--- src/rtl/lut_config_loader.sv ---
// Byte-serial configuration loader for the LUT-mux fabric: takes a synced
// bitstream, assembles one 33-bit word per LUT cell, issues a single-cycle
// write strobe per cell and reports checksum pass/fail.
module lut_config_loader #(
  parameter int unsigned NUM_LUTS  = 7,
  parameter int unsigned SEL_W     = 3,
  parameter logic [7:0]  SYNC_BYTE = 8'hA5
) (
  input  logic             clock,
  input  logic             reset,
  input  logic [7:0]       in_data,
  input  logic             in_valid,
  output logic             in_ready,
  output logic             cfg_we,
  output logic [SEL_W-1:0] cfg_sel,
  output logic [32:0]      cfg_data,
  output logic             busy,
  output logic             done,
  output logic             error
);

  localparam int unsigned FRAME_BYTES = 5;
  localparam int unsigned CNT_W       = 3;
  localparam int unsigned TT_W        = 32;
  localparam int unsigned DATA_W      = 33;
  localparam int unsigned LAST_IDX    = NUM_LUTS - 1;

  typedef enum logic [2:0] {
    S_IDLE  = 3'd0,
    S_LOAD  = 3'd1,
    S_WRITE = 3'd2,
    S_CHECK = 3'd3,
    S_TERM  = 3'd4
  } state_e;

  state_e             state_q, state_d;
  logic [CNT_W-1:0]   byte_cnt_q, byte_cnt_d;
  logic [SEL_W-1:0]   frame_idx_q, frame_idx_d;
  logic [7:0]         csum_q, csum_d;
  logic [TT_W-1:0]    frame_q, frame_d;
  logic               in_ready_q, in_ready_d;
  logic               cfg_we_q, cfg_we_d;
  logic [SEL_W-1:0]   cfg_sel_q, cfg_sel_d;
  logic [DATA_W-1:0]  cfg_data_q, cfg_data_d;
  logic               busy_q, busy_d;
  logic               done_q, done_d;
  logic               error_q, error_d;

  logic xfer;
  logic is_sync;
  logic last_byte;
  logic last_frame;

  assign xfer       = in_valid & in_ready_q;
  assign is_sync    = (in_data == SYNC_BYTE);
  assign last_byte  = (byte_cnt_q == CNT_W'(FRAME_BYTES - 1));
  assign last_frame = (frame_idx_q == SEL_W'(LAST_IDX));

  // State register
  always_ff @(posedge clock) begin
    if (reset) begin
      state_q <= S_IDLE;
    end else begin
      state_q <= state_d;
    end
  end

  // Next-state decode
  always_comb begin
    state_d = state_q;
    case (state_q)
      S_IDLE:  if (xfer && is_sync) state_d = S_LOAD;
      S_LOAD:  if (xfer && last_byte) state_d = S_WRITE;
      S_WRITE: state_d = last_frame ? S_CHECK : S_LOAD;
      S_CHECK: if (xfer) state_d = S_TERM;
      S_TERM:  if (xfer && is_sync) state_d = S_LOAD;
      default: state_d = S_IDLE;
    endcase
  end

  // Datapath and output next values
  always_comb begin
    byte_cnt_d  = byte_cnt_q;
    frame_idx_d = frame_idx_q;
    csum_d      = csum_q;
    frame_d     = frame_q;
    cfg_we_d    = 1'b0;
    cfg_sel_d   = cfg_sel_q;
    cfg_data_d  = cfg_data_q;
    busy_d      = busy_q;
    done_d      = done_q;
    error_d     = error_q;
    case (state_q)
      S_IDLE, S_TERM: begin
        // A sync byte starts a fresh load; anything else is dropped
        if (xfer && is_sync) begin
          busy_d      = 1'b1;
          done_d      = 1'b0;
          error_d     = 1'b0;
          frame_idx_d = '0;
          byte_cnt_d  = '0;
          csum_d      = '0;
        end
      end
      S_LOAD: begin
        if (xfer) begin
          csum_d = csum_q ^ in_data;
          if (last_byte) begin
            // Mode byte: only bit0 is kept, upper bits still feed the checksum
            cfg_data_d = {in_data[0], frame_q};
            cfg_sel_d  = frame_idx_q;
            cfg_we_d   = 1'b1;
            byte_cnt_d = '0;
          end else begin
            frame_d    = {in_data, frame_q[TT_W-1:8]};
            byte_cnt_d = CNT_W'(byte_cnt_q + 1'b1);
          end
        end
      end
      S_WRITE: begin
        frame_idx_d = SEL_W'(frame_idx_q + 1'b1);
      end
      S_CHECK: begin
        if (xfer) begin
          busy_d  = 1'b0;
          done_d  = (in_data == csum_q);
          error_d = (in_data != csum_q);
        end
      end
      default: ;
    endcase
    // Input is only refused during the single write cycle
    in_ready_d = (state_d != S_WRITE);
  end

  // Datapath and output registers
  always_ff @(posedge clock) begin
    if (reset) begin
      byte_cnt_q  <= '0;
      frame_idx_q <= '0;
      csum_q      <= '0;
      frame_q     <= '0;
      in_ready_q  <= 1'b1;
      cfg_we_q    <= 1'b0;
      cfg_sel_q   <= '0;
      cfg_data_q  <= '0;
      busy_q      <= 1'b0;
      done_q      <= 1'b0;
      error_q     <= 1'b0;
    end else begin
      byte_cnt_q  <= byte_cnt_d;
      frame_idx_q <= frame_idx_d;
      csum_q      <= csum_d;
      frame_q     <= frame_d;
      in_ready_q  <= in_ready_d;
      cfg_we_q    <= cfg_we_d;
      cfg_sel_q   <= cfg_sel_d;
      cfg_data_q  <= cfg_data_d;
      busy_q      <= busy_d;
      done_q      <= done_d;
      error_q     <= error_d;
    end
  end

  assign in_ready = in_ready_q;
  assign cfg_we   = cfg_we_q;
  assign cfg_sel  = cfg_sel_q;
  assign cfg_data = cfg_data_q;
  assign busy     = busy_q;
  assign done     = done_q;
  assign error    = error_q;

endmodule

--- config.mk ---
export PLATFORM = sky130hd
export DESIGN_NAME = lut_config_loader
export DESIGN_NICKNAME = d
export VERILOG_FILES = /design/src/rtl/lut_config_loader.sv
export SDC_FILE = /design/constraint.sdc
export NUM_CORES = 1
export LEC_CHECK = 0
export CAP_MARGIN = 20
export CORE_UTILIZATION = 50
export CTS_BUF_LIST = sky130_fd_sc_hd__clkbuf_4
export CTS_CLUSTER_SIZE = 20
export DETAILED_ROUTE_END_ITERATION = 16
export PLACE_DENSITY = 0.8
export SLEW_MARGIN = 10
export SYNTH_ARGS = -nofsm -noshare
export SYNTH_HDL_FRONTEND = slang
export SYNTH_SLANG_ARGS = --single-unit
export TNS_END_PERCENT = 20
--- constraint.sdc ---
create_clock -name clock -period 1.7 [get_ports clock]
set_input_delay 0.34 -clock clock [delete_from_list [all_inputs] [get_ports clock]]
set_output_delay 0.34 -clock clock [all_outputs]
set_load 0.005 [all_outputs]
---- After elaboration in Yosys (flattened, before gate mapping) ----
Cells that the tools add are included.
W data, S select, Z words.
cells by class
  add/subtract/negate cells ............... 2
  equal/unequal tests ..................... 13
  multiplexer cells ....................... 22
  bitwise logic cells ..................... 5
  reductions and logical operators ........ 13
operators by type and width
  operator               count
  $mux W3                6
  $mux W8                2
  $pmux W8 S2            1
  $pmux W3 S2            2
  $pmux W3 S4            1
  $reduce_and A3 Y1      4
  $eq A3 B3 Y1 const B   3
  $eq A8 B8 Y1           1
  $eq A8 B8 Y1 const B   1
  $ne A8 B8 Y1           1
  $xor A8 B8 Y8          1
  $add A3 B1 Y3 const B  2
  $eq A3 B2 Y1 const B   2
  $mux W1                6
  $pmux W1 S2            3
  $reduce_bool A2 Y1     3
  $ne A2 B2 Y1 const B   2
  $eq A3 B1 Y1 const B   1
  $logic_not A3 Y1       1
  $ne A3 B2 Y1 const B   1
  $not A1 Y1             3
  $reduce_or A3 Y1       1
  $logic_and A1 B1 Y1    2
  $mux W2                1
  other kinds (4)        4
storage, ports and cells
  register bits after elaboration ......... 90
  input port bits ......................... 11

---- Longest topological paths before layout ----
Gate-level depths: netlist (run 1).
  word-level depth ........................ 5
  mapped depth ............................ 8
  depth with buffers taken out ............ 7

---- Least setup slack after synthesis (run 1) ----
OpenSTA, ideal clock, no wires.
  path kind ............................... reg-to-reg
  start ................................... register byte_cnt_q[0]
  end ..................................... register in_ready_q (netlist: in_ready)
  arrival time ............................ 1502 ps
  required time ........................... 1580 ps
  setup slack ............................. 78 ps
  stages on the path, launching flop included .. 8
  path buffers ............................ 0
  clock period less this slack ............ 1622 ps
  cell sequence ........................... dfxtp_1 inv_1 ha_1 nand2_2 nor3_1 a21oi_1 a2111o_1 or2_1
on the way
  cells in the longest elaborated chain, start to end .. 5
ends and longest elaborated chain
  element                   line  text
  start: declaration        37    logic [CNT_W-1:0] byte_cnt_q, byte_cnt_d;
  start signal: assignment  151   byte_cnt_q <= byte_cnt_d;
  $eq A3 B3 Y1              56    assign last_byte = (byte_cnt_q == CNT_W'(FRAME_BYTES - 1));
  $logic_and A1 B1 Y1       73    S_LOAD: if (xfer && last_byte) state_d = S_WRITE;
  $mux W3                   73
  $pmux W3 S4               71    case (state_q)
  $ne A3 B2 Y1              133   in_ready_d = (state_d != S_WRITE);
  end signal: assignment    155   in_ready_q <= in_ready_d;
  end: declaration          41    logic in_ready_q, in_ready_d;
Every way passes these cells.
A chain may end at the register's enable or synchronous reset.

---- Final worst setup path (run 1) ----
  start ................................... register done_q (netlist: done)
  end ..................................... output port done
RTL lines
  element                   line  text
  start: declaration        46    logic done_q, done_d;
  start signal: assignment  160   done_q <= done_d;
  end: declaration          18    output logic done,
No word-level cell between the ends.

==> results of run 1 <==
[power by group]
part	internal (mW)	switching, mW	total (mW)
Combinational	0.0607	0.0755	0.136
Clock	0.343	0.803	1.15
Sequential	2.11	0.00162	2.11
[how the worst min path moves through the flow]
stage / slack (ns) / to / cells past startpoint / startpoint
after floorplan: 0.43 / cfg_data[0] / 2 / frame_q[0]
after global placement: 0.44 / cfg_data[1] / 2 / frame_q[1]
after detailed placement: 0.45 / cfg_data[0] / 2 / cfg_data[0]
after CTS: 0.29 / in_ready / 3 / reset
after global routing: 0.30 / in_ready / 3 / reset
final: 0.30 / in_ready / 3 / reset
[layer usage]
metal	up-vias	part of all wire	track usage
met2	72	0.49	0.362
met3	7	0.036	0.0438
met5	-	0	0
met4	0	0.0090	0.0636
li1	1599	-	-
met1	1466	0.46	0.298
[synthesized netlist by cell type (2+ instances only)]
cell type | count | share of area
nor2_1 | 20 | 0.021
nand3_1 | 6 | 0.0084
inv_1 | 12 | 0.013
xor2_1 | 2 | 0.0049
and4b_1 | 2 | 0.0056
o21ai_0 | 2 | 0.0028
nand2_1 | 149 | 0.16
ha_1 | 4 | 0.014
buf_6 | 5 | 0.016
o21ai_1 | 8 | 0.011
a221oi_1 | 3 | 0.0073
dfxtp_1 | 90 | 0.50
a21oi_1 | 84 | 0.12
nor2b_1 | 5 | 0.0087
nand2_2 | 2 | 0.0035
clkbuf_1 | 14 | 0.015
buf_2 | 8 | 0.011
nand3b_1 | 4 | 0.0084
and3_1 | 2 | 0.0035
o22ai_1 | 2 | 0.0035
a31oi_1 | 2 | 0.0035
[per-stage QoR]
step                TNS [ns]   util  std cells
global route               0  0.656        610
CTS                        0  0.649        609
finish                     0  0.656        610
floorplan                  0      -        447
global placement      -11.15  0.629        593
detailed placement    -14.12  0.629        593
[flip-flops by register name, summed over array words and instances, names as in the netlist]
name and flops:
busy 1, byte_cnt_q 3, cfg_data 33, cfg_sel 3
cfg_we 1, csum_q 8, done 1, error 1
frame_idx_q 3, frame_q 32, in_ready 1, state_q 3
[cell type report]
type | instances | area, um2 | share of cell area
multi-input cells | 318 | 1600 | 0.354
clock inverters | 7 | 72.6 | 0.0161
well taps | 96 | 120 | 0.0266
clock buffers | 9 | 67.6 | 0.0150
inverters | 12 | 45.0 | 0.00999
flip-flops and latches | 90 | 1830 | 0.406
repair buffers | 78 | 778 | 0.173
[kinds of logic (layout without fill, tap and decap cells)]
family,Yosys count,after routing
AOI/OAI and AO/OA,107,107
xor gates and xnor gates,2,2
adders and majority gates,4,4
buffers and inverters,39,106
DFF,90,90
and+or+nand+nor,205,205
[repair_timing]
item                                    4_1_cts  5_1_grt
endpoints found under the hold margin         0        0
hold buffers                                  0        0
gates resized for setup                       1       26
buffers inserted                              0        1
endpoints found under the setup margin        1       25
pin swaps                                     0        1
==> metrics, run 1 <==
run status=finished clean; Yosys warnings=0; gp weighted congestion=0.864; xor/xnor share of the synthesized area=0.00489; leakage=1.57 nW; CP Buf/Inv Count=1; TritonCTS clock tree=done; num rows=30; crit-path cells=clkdlybuf4s50_1; post-synthesis simple-gate area fraction=0.264; Tot GR Track Use=0.222; clk_lat worst skew=0.44 ns; Post-Syn Area=0.00358 mm2; core area=0.00687 mm2; Area Growth Syn to Fin=25.8%; Die H=86.7 um; top_reg_cell synth=dfxtp_1; # H-tree levels=3; Critical R2R Capture=in_ready; detailed placer's ending HPWL=5390 um; Detail Route Antenna Nets=0; Mapped Nets=462; most frequent cells in the layout=nand2_1, a21oi_1, dfxtp_1; num ports=52; CP Capture Type=output pin; final hold vios=0; post-synthesis compound-gate area fraction=0.160; Clock Path Buffers=2; sequential fraction of the synthesis area=0.503; die area=0.00751 mm2; First-pass DRT Iterations=4; port bufs=51; via count of the first global-routing pass=2780; chip width=86.7 um; Overall Power=3.39 mW; first-pass GRT wire length=13000 um; Hold WS=0.305 ns; CTS Sinks=90; Root Buffer=clkbuf_4; crit path max-delay cell type=clkdlybuf4s50_1; DR iter-0 viols=276; worst setup slack after layout=0.0412 ns; Final Max Tran Viols=0; Setup Viol. Count Final=0; pre-CTS setup slack=-0.326 ns; critical path data arrival time=1.32 ns; FMAX=0.603 GHz; Diodes inserted=0; Yosys cell types=42; fill cell total of the finished layout=575; initial antenna violation count=0; Clock Skews=0.0260 ns; fraction of layout cells with a size suffix above 1=0.154; #FFs+latches synth=90; cts bufs inserted=9; multiplexer share of the synthesized area=0; Rel. slew slack=0.755; final period utilization=0.976; Clock transition at path regs=0.16 ns; DRC Markers=0; total grt overflow=0; area post-placement=0.00432 mm2; commonest non-fill, non-tap cell in the layout=nand2_1; main combinational cell family by area after synthesis=simple AND/OR/NAND/NOR gates; crit-path max cell delay=0.52 ns; Crit Path Class=register to output pin; worst min-delay path class=input pin to register; routed wire length=7810 um; Critical Path Fanout Max=2; WP depth=1; cell area power density=753 mW/mm2; Reg-to-Reg Start=byte_cnt_q[0]; CP required=1.36 ns; Syn Area/Cell=8.02 um2; Slew @ Worst Pin=0.367 ns; Startpoint Class=register; final instance area=0.00451 mm2; MaxCap Viol Count=0; Initial Util=0.522; wire length per cell=12.8 um; EDFF count, synth=0; Setup crit end=done; DR vias/cell=5.15; R2R setup slack=0.12 ns; Synth Instances=447; CP Launch Point=done; Async S/R FF share, synth=0; largest net degree at the start of global routing=88; Layout Nets=524; Period minus WS final=1.66 ns; Top delay family on crit path=buffers and inverters; worst r2r path cells=7; RSZ-0062 raised after global routing=no; Synth Area in Adders=0.0140; worst vdd ir=0.000451 V; Via Count=3144
No activity file was read; power rests on OpenSTA's default activity.
==> run 2: changes to the inputs <==
- ABC_CLOCK_PERIOD_IN_PS: unset -> 1700
- HOLD_SLACK_MARGIN: unset -> 0.06
==> results of run 2 <==
No change in the layout: final DEF, timing and power equal those of run 1.
==> run 3: changes to the inputs <==
--- a/config.mk
+++ b/config.mk
@@ -8,3 +8,2 @@
 export ABC_CLOCK_PERIOD_IN_PS = 1700
-export CAP_MARGIN = 20
 export CORE_UTILIZATION = 50
@@ -15,2 +14,3 @@
 export PLACE_DENSITY = 0.8
+export REMOVE_ABC_BUFFERS = 1
 export SLEW_MARGIN = 10
--- a/constraint.sdc
+++ b/constraint.sdc
@@ -3,2 +3,2 @@
 set_output_delay 0.34 -clock clock [all_outputs]
-set_load 0.005 [all_outputs]
+set_load 0.1 [all_outputs]
==> run 3 against run 2 <==
Net effect:
- critical endpoint is now cfg_data[26]
- global-route usage is 1.2 points higher
- clock power is 13% higher
- sequential share of layout area is 3.4 points lower
- routed wire length is 2.9% higher
==> metrics, run 3 (synthesis results as in run 1) <==
DR vias/cell=5.28; wire length per cell=13.2 um; core area=0.00687 mm2; CP Capture Type=register; Crit Path Class=register to register; run status=finished clean; final period utilization=0.956; TritonCTS clock tree=done; chip width=86.7 um; max reg flops=33; R2R setup slack=0.07 ns; fill cell total of the finished layout=516; Clock transition at path regs=0.13 ns; crit-path cells=inv_1, ha_1, nand2_2, buf_4, nor4_4, buf_12, nand2_1, a21oi_1; worst setup slack after layout=0.0745 ns; via count of the first global-routing pass=2930; WHS Endpoint=in_ready; port bufs=51; Top delay family on crit path=buffers and inverters; die area=0.00751 mm2; Slew @ Worst Pin=0.463 ns; final instance area=0.00485 mm2; fraction of layout cells with a size suffix above 1=0.188; num ports=52; RSZ-0062 raised after global routing=yes; Via Count=3213; num rows=30; Root Buffer=clkbuf_4; combinational share of power=0.037; final hold vios=0; Detail Route Antenna Nets=0; Clock Path Buffers=2; commonest non-fill, non-tap cell in the layout=nand2_1; Initial Util=0.522; area post-placement=0.00469 mm2; Diodes inserted=0; Layout Nets=523; Final Max Tran Viols=0; Worst Hold Launch=reset; post-CTS setup-driven buffer insertion count=0; gp weighted congestion=0.860; critical path data arrival time=1.98 ns; Setup Viol. Count Final=0; pre-CTS setup slack=-0.308 ns; DRC Markers=0; worst vdd ir=0.000705 V; CP Buf/Inv Count=3; part of the power in registers=0.597; Fin Setup TNS=0 ns; detailed placer's ending HPWL=5580 um; Rel. slew slack=0.692; Clock Skews=0.00699 ns; Area Growth Syn to Fin=35.4%; CTS Sinks=90; cell internal pwr=2.77 mW; worst r2r path cells=8; # H-tree levels=3; cts bufs inserted=9; MaxCap Viol Count=0; Clk pwr share=0.366; crit-path max cell delay=0.36 ns; Period minus WS final=1.63 ns; Die H=86.7 um; Reg-to-Reg Start=byte_cnt_q[0]; routed wire length=8030 um; first-pass GRT wire length=13500 um; Hold Path Cell Cnt=3; CP required=2.06 ns; Critical R2R Capture=cfg_data[26]; switching share of power=0.218; worst min-delay path class=input pin to register; total grt overflow=0; Critical Path Fanout Max=34; Overall Power=3.54 mW; most frequent cells in the layout=nand2_1, dfxtp_1, a21oi_1; largest net degree at the start of global routing=47; leakage=1.71 nW; DR iter-0 viols=183; Startpoint Class=register; Tot GR Track Use=0.234; clk_lat worst skew=0.43 ns; cell area power density=729 mW/mm2; First-pass DRT Iterations=5; initial antenna violation count=0; NetSw=770 uW; Hold WS=0.334 ns; crit path max-delay cell type=dfxtp_2; FMAX=0.615 GHz
[run 3: cell types whose count changed in the layout (fill, tap and decap cells not counted), sizes merged]
cell / change
buf: +40
clkbuf: +1
inv: -3
dlymetal6s2s: -3
bufinv: +2
clkinv: -1
clkdlybuf4s50: -38
[run 3: through the flow]
stage | utilization | std cells
2_1_floorplan | - | 420
3_3_place_gp | 0.683 | 593
3_5_place_dp | 0.683 | 593
4_1_cts | 0.705 | 608
5_1_grt | 0.707 | 608
6_report | 0.707 | 608
[run 3: what timing repair did]
action                                  in CTS  in global routing
hold buffers                                 0                  0
gates resized for setup                      0                  3
endpoints found under the setup margin       0                 28
[run 3: worst reg2reg max path: stages (launching register included)]
cell and delay [ns]:
dfxtp_2 0.36, inv_1 0.06, ha_1 0.17, nand2_2 0.07, buf_4 0.16, nor4_4 0.23
buf_12 0.23, nand2_1 0.14, a21oi_1 0.16
[run 3: area by class of cell]
| type | instances | area (um2) | area share |
|---|---|---|---|
| clock buffers | 10 | 75.1 | 0.0155 |
| inverters | 12 | 45.0 | 0.00928 |
| clock inverters | 5 | 80.1 | 0.0165 |
| multi-input cells | 318 | 1590 | 0.328 |
| flip-flops and latches | 90 | 1800 | 0.372 |
| repair buffers | 77 | 1140 | 0.234 |
| well taps | 96 | 120 | 0.0247 |
[run 3: how the worst max path moves through the flow]
stage | slack, ns | start | to | cells past startpoint
final | 0.07 | byte_cnt_q[0] | cfg_data[26] | 8
after global routing | -0.02 | byte_cnt_q[0] | cfg_data[18] | 8
after CTS | 0.03 | state_q[1] | byte_cnt_q[1] | 5
after detailed placement | -0.31 | in_data[3] | error | 6
after global placement | -0.27 | in_data[3] | error | 6
after floorplan | -0.86 | in_ready | cfg_data[0] | 4
[run 3: per-layer routing]
layer	share of wire	global-route usage	routed length, um	vias to the layer above
li1	-	-	-	1594
met1	0.42	0.292	3390	1487
met2	0.50	0.388	4050	109
met5	0	0	0	-
met3	0.041	0.0419	327	23
met4	0.032	0.117	256	0
[run 3: power by group through the flow]
stage                     combinational [mW]  sequential, mW  clock, mW
after floorplan                       0.0276            2.16          0
after global placement                 0.126            2.16          0
after detailed placement               0.128            2.16          0
after CTS                              0.128            2.11       1.31
after global routing                   0.141            2.11       1.40
final                                  0.130            2.11       1.30
